### config.mk
export PLATFORM = sky130hd
export DESIGN_NAME = unpad_stream
export DESIGN_NICKNAME = d
export VERILOG_FILES = /design/src/rtl/cnn_pkg.sv /design/src/rtl/unpad_pos_counter.sv /design/src/rtl/unpad_stream.sv
export SDC_FILE = /design/constraint.sdc
export NUM_CORES = 1
export LEC_CHECK = 0
export CORE_MARGIN = 3
export CORE_UTILIZATION = 48
export DETAILED_ROUTE_END_ITERATION = 7
export GPL_TIMING_DRIVEN = 0
export PLACE_DENSITY = 0.88
export REMOVE_ABC_BUFFERS = 1
export SLEW_MARGIN = 20
export SYNTH_ARGS = -nofsm -noshare
export SYNTH_HDL_FRONTEND = slang
export SYNTH_HIERARCHICAL = 1
export SYNTH_SLANG_ARGS = --single-unit
### constraint.sdc
create_clock -name clk -period 2.25 [get_ports clk]
set_input_delay 0.225 -clock clk [delete_from_list [all_inputs] [get_ports clk]]
set_output_delay 0.225 -clock clk [all_outputs]
set_load 0.02 [all_outputs]
### src/rtl/cnn_pkg.sv
// Shared pixel-stream types and defaults for the CNN front-end blocks.
// Pure declarations; no logic, no latency, no flow control.
// Included before any block that imports it.
package cnn_pkg;

    localparam int CNN_PIX_W  = 4;
    localparam int CNN_IN_DIM = 16;

    typedef logic [CNN_PIX_W-1:0] pix_t;

    localparam pix_t CNN_PAD_VALUE = 4'd1;

    // True when a row/col index sits on the outer ring of a dim x dim frame.
    function automatic logic on_edge(input int unsigned idx, input int unsigned dim);
        return (idx == 0) || (idx == dim - 1);
    endfunction

endpackage

### src/rtl/unpad_pos_counter.sv
// Raster position tracker for a padded frame: border / last-interior / frame-end decode.
// Latency: decodes are combinational on the current position; position advances on i_adv.
// Backpressure: none of its own; i_adv is the upstream handshake.
module unpad_pos_counter
    import cnn_pkg::*;
#(
    parameter int IN_DIM = CNN_IN_DIM
) (
    input  logic clk,
    input  logic rst_n,
    input  logic i_adv,
    output logic o_border,
    output logic o_last_int,
    output logic o_frame_end
);

    localparam int CW = $clog2(IN_DIM);
    localparam logic [CW-1:0] MAX      = CW'(IN_DIM - 1);
    localparam logic [CW-1:0] LAST_INT = CW'(IN_DIM - 2);

    logic [CW-1:0] r_row;
    logic [CW-1:0] r_col;
    logic          w_col_wrap;

    assign w_col_wrap = (r_col == MAX);

    always_ff @(posedge clk or negedge rst_n) begin
        if (!rst_n) begin
            r_row <= '0;
            r_col <= '0;
        end else if (i_adv) begin
            if (w_col_wrap) begin
                r_col <= '0;
                r_row <= (r_row == MAX) ? '0 : r_row + 1'b1;
            end else begin
                r_col <= r_col + 1'b1;
            end
        end
    end

    assign o_border    = on_edge(32'(r_row), IN_DIM) || on_edge(32'(r_col), IN_DIM);
    assign o_last_int  = (r_row == LAST_INT) && (r_col == LAST_INT);
    assign o_frame_end = (r_row == MAX) && w_col_wrap;

endmodule

### src/rtl/unpad_stream.sv
// Strips the 1-pixel border from a padded raster stream (optional border check: UNPAD_BORDER_CHECK_EN).
// Latency: 1 cycle from accepted interior pixel to m_valid; frame_done 1 cycle after last input.
// Backpressure: single output register, s_ready = !m_valid || m_ready; border pixels obey it too.
module unpad_stream
    import cnn_pkg::*;
#(
    parameter int               PIX_W     = CNN_PIX_W,
    parameter int               IN_DIM    = CNN_IN_DIM,
    parameter logic [PIX_W-1:0] PAD_VALUE = CNN_PAD_VALUE
) (
    input  logic             clk,
    input  logic             rst_n,
    input  logic             s_valid,
    output logic             s_ready,
    input  logic [PIX_W-1:0] s_data,
    output logic             m_valid,
    input  logic             m_ready,
    output logic [PIX_W-1:0] m_data,
    output logic             m_last,
    output logic             frame_done,
    output logic             pad_err
);

    logic             w_accept;
    logic             w_push;
    logic             w_border;
    logic             w_last_int;
    logic             w_frame_end;

    logic             r_m_valid;
    logic [PIX_W-1:0] r_m_data;
    logic             r_m_last;
    logic             r_frame_done;

    assign s_ready  = !r_m_valid || m_ready;
    assign w_accept = s_valid && s_ready;
    assign w_push   = w_accept && !w_border;

    unpad_pos_counter #(
        .IN_DIM      (IN_DIM)
    ) u_pos (
        .clk         (clk),
        .rst_n       (rst_n),
        .i_adv       (w_accept),
        .o_border    (w_border),
        .o_last_int  (w_last_int),
        .o_frame_end (w_frame_end)
    );

    // A push in the same cycle as a pop keeps the register full: full throughput.
    always_ff @(posedge clk or negedge rst_n) begin
        if (!rst_n) begin
            r_m_valid <= 1'b0;
            r_m_data  <= '0;
            r_m_last  <= 1'b0;
        end else if (w_push) begin
            r_m_valid <= 1'b1;
            r_m_data  <= s_data;
            r_m_last  <= w_last_int;
        end else if (m_ready) begin
            r_m_valid <= 1'b0;
        end
    end

    always_ff @(posedge clk or negedge rst_n) begin
        if (!rst_n) begin
            r_frame_done <= 1'b0;
        end else begin
            r_frame_done <= w_accept && w_frame_end;
        end
    end

`ifdef UNPAD_BORDER_CHECK_EN
    logic r_at_start;
    logic r_pad_err;
    logic w_mismatch;

    assign w_mismatch = (s_data != PAD_VALUE);

    // r_at_start marks that the next accepted pixel is (0,0).
    always_ff @(posedge clk or negedge rst_n) begin
        if (!rst_n) begin
            r_at_start <= 1'b1;
            r_pad_err  <= 1'b0;
        end else if (w_accept) begin
            r_at_start <= w_frame_end;
            if (r_at_start) begin
                r_pad_err <= w_mismatch;
            end else if (w_border && w_mismatch) begin
                r_pad_err <= 1'b1;
            end
        end
    end

    assign pad_err = r_pad_err;
`else
    assign pad_err = 1'b0;
`endif

    assign m_valid    = r_m_valid;
    assign m_data     = r_m_data;
    assign m_last     = r_m_last;
    assign frame_done = r_frame_done;

endmodule

# After elaboration in Yosys (flattened, before gate mapping)
# Index checks and enable logic that the tools add are counted.
# op_classes
multipliers	0
n_shift	0
order_cmp	0
add_sub_neg	2
eq_ne	4
n_div	0
muxes	4
reduce_logical	15
bitwise_logic	0
# op_table
cell	count
$eq 4x4->1 const B	4
$add 4x1->4 const B	2
$logic_not 4->1	2
$mux 4	2
$logic_and 1x1->1	5
$logic_or 1x1->1	4
$logic_not 1->1	2
$mux 1	2
$reduce_and 2->1	1
$reduce_bool 2->1	1
# totals
register_bits	15
ramBits	0
latchBits	0
out_inout_bits	9
input_bits	8
mem_bits_ro	0
memories	0
elab_cells	31

# Depth between registers and ports, before layout
# logic_depth
depth_word	6
mapped_depth	6
mapped_depth_nobuf	6

# By module
# The synthesis kept the hierarchy.
# by_module_without_submodules
module	instances	seq_area_each_um2	area_per_inst_um2	cells_each
unpad_pos_counter	1	200.2	476.7	54
unpad_stream	1	175.2	299.0	20

# Least setup slack after synthesis
# OpenSTA, ideal clock, no wires.
# synth_timing
kind	register to register
start	reg u_pos.r_row[0]
end	reg r_m_data[0] (netlist: m_data[0])
stages_incl_launch_ff	6
setup_ps	125
t_arrival_ps	1556
synth_period_minus_slack_ps	1680
path_buffers	0
slack_ps	570
required_time_ps	2125
path_cell_list	dfrtp_1 -> ha_1 -> nand3_1 -> nand4_1 -> nor3b_4 -> mux2_2
# synth_between
elab_chain_cells	5
word_cells_on_any_way	6
cone_classes	eq/ne: 1; reduce/logical: 5
# synth_lines
item	line	source
start, declared	unpad_pos_counter.sv:21	logic [CW-1:0] r_row;
start signal, assigned	unpad_pos_counter.sv:34	r_row <= (r_row == MAX) ? '0 : r_row + 1'b1;
$eq 4x4->1 or $logic_not 4->1 (tied branches)	cnn_pkg.sv:15	return (idx == 0) || (idx == dim - 1);
$logic_or 1x1->1 (*)	cnn_pkg.sv:15	
$logic_or 1x1->1 (*)	unpad_pos_counter.sv:41	assign o_border = on_edge(32'(r_row), IN_DIM) || on_edge(32'(r_col), IN_DIM);
named net w_border	unpad_stream.sv:26	logic w_border;
$logic_not 1->1 (*)	unpad_stream.sv:37	assign w_push = w_accept && !w_border;
$logic_and 1x1->1 (*)	unpad_stream.sv:37	
end signal, assigned	unpad_stream.sv:58	r_m_data <= s_data;
end, declared	unpad_stream.sv:31	logic [PIX_W-1:0] r_m_data;
# The timed path passes the listed nets; every way through them passes the cells marked *.
# A chain may end at the register's enable or synchronous reset.

# Worst setup path after layout
# layout_timing
start	reg u_pos.r_row[0]
end	reg r_m_data[3] (netlist: m_data[3])
# The elaborated chain is that of the path after synthesis.

==> out/summary.txt <==
outcome = complete, no violations
crit start category = flop
Max Used Layer = met4
MaxCap Viol Count = 0
Multi-input gate area = 365.4 sq um
cts bufs inserted = 3
largest net degree at the start of global routing = 16
CP max FO = 6
area grow syn2layout = 23.71%
VDD IR max = 0.6866 mV
# diodes = 0
minimum clock period after layout = 1.858 ns
first-pass GRT wire length = 2.594 mm
Final Hold Fails = 0
Crit. End Element = flop
drt first pass iters = 3
Clock transition at path regs = 0.09 ns
aggregate global routing overflow = 0
Worst EP arrival = 2.04 ns
Core Region = 1399 sq um
Synth Instances = 74
max frequency = 0.5381 GHz
clock sink count = 15
Total GRT Usage = 0.1762
Buffers on Ports = 15
CTS resizes = 0
DRT antenna net count = 0
worst hold slack = 0.3337 ns
fin. max-slew vios = 0
DP HPWL = 1.242 mm
TritonCTS clock tree = done
WL met3 = 72 um
synth unique cells = 22
number of hold buffers added after CTS = 0
RSZ-0062 raised after global routing = false
Met1 Wirelength = 633 um
Max clock buf depth = 2
total power = 1.107 mW
Worst Hold Class = in -> async
worst rel slew slack = 0.5521
H-tree lvl count = 1
metal2 WL = 872 um
clk root buf = clkbuf_4
Final setup viols = 0
Final nets = 106
Yosys top cell area share = 0.4839
power per standard cell area = 1154 nW/um^2
WS Path Type = reg -> reg
wire per inst = 15.04 um
die area = 2134 sq um
setup TNS = 0 ns
Remaining DRCs = 0
initial antenna violation count = 0
DIE HEIGHT = 46.20 um
gpl congestion = 0.7727
Leak Pwr = 0.4226 nW
Rows = 13
Routed WL = 1.594 mm
final period utilization = 0.8259
critical path required time = 2.43 ns
via/cell ratio = 5.425
Synth area leaders = dfrtp_1 (48%), ha_1 (9.7%), mux2_2 (7.3%)
post-synth top area cell = dfrtp_1
I/O pin cnt = 17
initial DRC count = 3
via count = 575
Clock Skew = 0.002520 ns
layout cell share with drive strength beyond 1 = 0.1538
fillcell total = 107
Cell Area, Synth = 775.7 sq um
Post-CTS Setup Inserts = 0
worst slew pin tran = 0.6697 ns
Storage cell area = 375.4 sq um
Die X = 46.20 um
Ys Warns = 6
Starting Density = 0.5546
Mean Syn Cell Area = 10.48 sq um
Yosys reg bits = 15
sequential share of the synthesized area = 0.4839
vias in the first global route = 613
Worst-Skew Late Latency = 0.29 ns
## state kept, by name (all words and copies together) (netlist names)
signal and flops:
u_pos/r_row 4, m_last 1, m_data 4, m_valid 1
frame_done 1, u_pos/r_col 4
## critical path, cell delays in order (launching register included)
cell     delay, ns
dfrtp_1       0.45
ha_1          0.25
nand3_1       0.14
nand4_1       0.18
nor3b_4       0.35
mux2_2        0.38
## Yosys cell counts
master	number
clkbuf_2	1
and3_2	1
nand2_1	10
nand3_1	3
mux2_2	5
nand4_1	4
and2_2	1
buf_4	1
and4_4	1
dfrtp_1	15
conb_1	1
o21ai_1	1
nor2_1	4
nand2b_4	1
o21ai_0	6
o41ai_1	1
nor3b_4	1
ha_1	6
inv_1	6
xnor2_1	2
a21oi_1	2
o31ai_1	1
## final timing paths
kind,from,end,slack (ns),cells after the start
max in group asynchronous,rst_n,m_valid,1.49,1
min in group clk,m_last,m_last,0.51,1
hold / removal,rst_n,u_pos/r_col[3],0.33,1
hold reg to reg,m_last,m_last,0.51,1
setup reg to reg,u_pos/r_row[0],m_data[3],0.39,5
setup / recovery,u_pos/r_row[0],m_data[3],0.39,5
## where the power goes
part / total, mW / internal (mW) / switching, mW
Clock: 0.155 / 0.0663 / 0.0884
Combinational: 0.489 / 0.237 / 0.252
Sequential: 0.464 / 0.365 / 0.0987
## cells in the final DEF (no fill, tap or decap)
cell	Yosys	layout
nand4_1	4	4
nand2b_4	1	1
o21ai_0	6	6
mux2_2	5	5
o31ai_1	1	1
clkdlybuf4s50_1	0	15
clkbuf_4	0	3
o41ai_1	1	1
and3_2	1	1
nor3b_4	1	1
conb_1	1	1
o21ai_1	1	1
dfrtp_1	15	15
nand2_1	10	10
inv_1	6	6
nand3_1	3	3
ha_1	6	6
a21oi_1	2	2
nor2_1	4	4
xnor2_1	2	2
clkinv_2	0	1
and4_4	1	1
and2_2	1	1
## per-layer routing
layer | vias to the layer above | global-route usage
met5 | - | 0
met4 | 0 | 0.05682
met3 | 2 | 0.06250
met2 | 9 | 0.3022
met1 | 278 | 0.2015
li1 | 286 | -
## per-stage QoR
step           utilization  cell area, sq um  setup slack [ns]  instances
2_1_floorplan            -             763.2            0.5695         72
3_3_place_gp        0.6664             932.1            0.4279        102
3_5_place_dp        0.6664             932.1            0.4017        102
4_1_cts             0.6860             959.7            0.3823        106
5_1_grt             0.6860             959.7            0.2936        106
6_report            0.6860             959.7            0.3917        106
## logic make-up (layout without fill, tap and decap cells)
group / after synthesis / count (layout) / share of synthesized area
AO/OA/AOI/OAI: 11 / 11 / 0.07903
XOR/XNOR: 2 / 2 / 0.02258
adder cells (fa/ha/maj): 6 / 6 / 0.09677
buffers and inverters: 8 / 25 / 0.04516
flip-flops: 15 / 15 / 0.4839
multiplexers: 5 / 5 / 0.07258
other: 1 / 1 / 0.004834
AND/OR/NAND/NOR: 26 / 26 / 0.1952
## layout make-up
type	count	share of cell area
Timing Repair Buffer	15	0.1565
Sequential cell	15	0.3911
Inverter	6	0.02347
Multi-Input combinational cell	51	0.3807
Tap cell	15	0.01956
Clock buffer	3	0.02347
Clock inverter	1	0.005215
No activity file was read; power rests on OpenSTA's default activity.
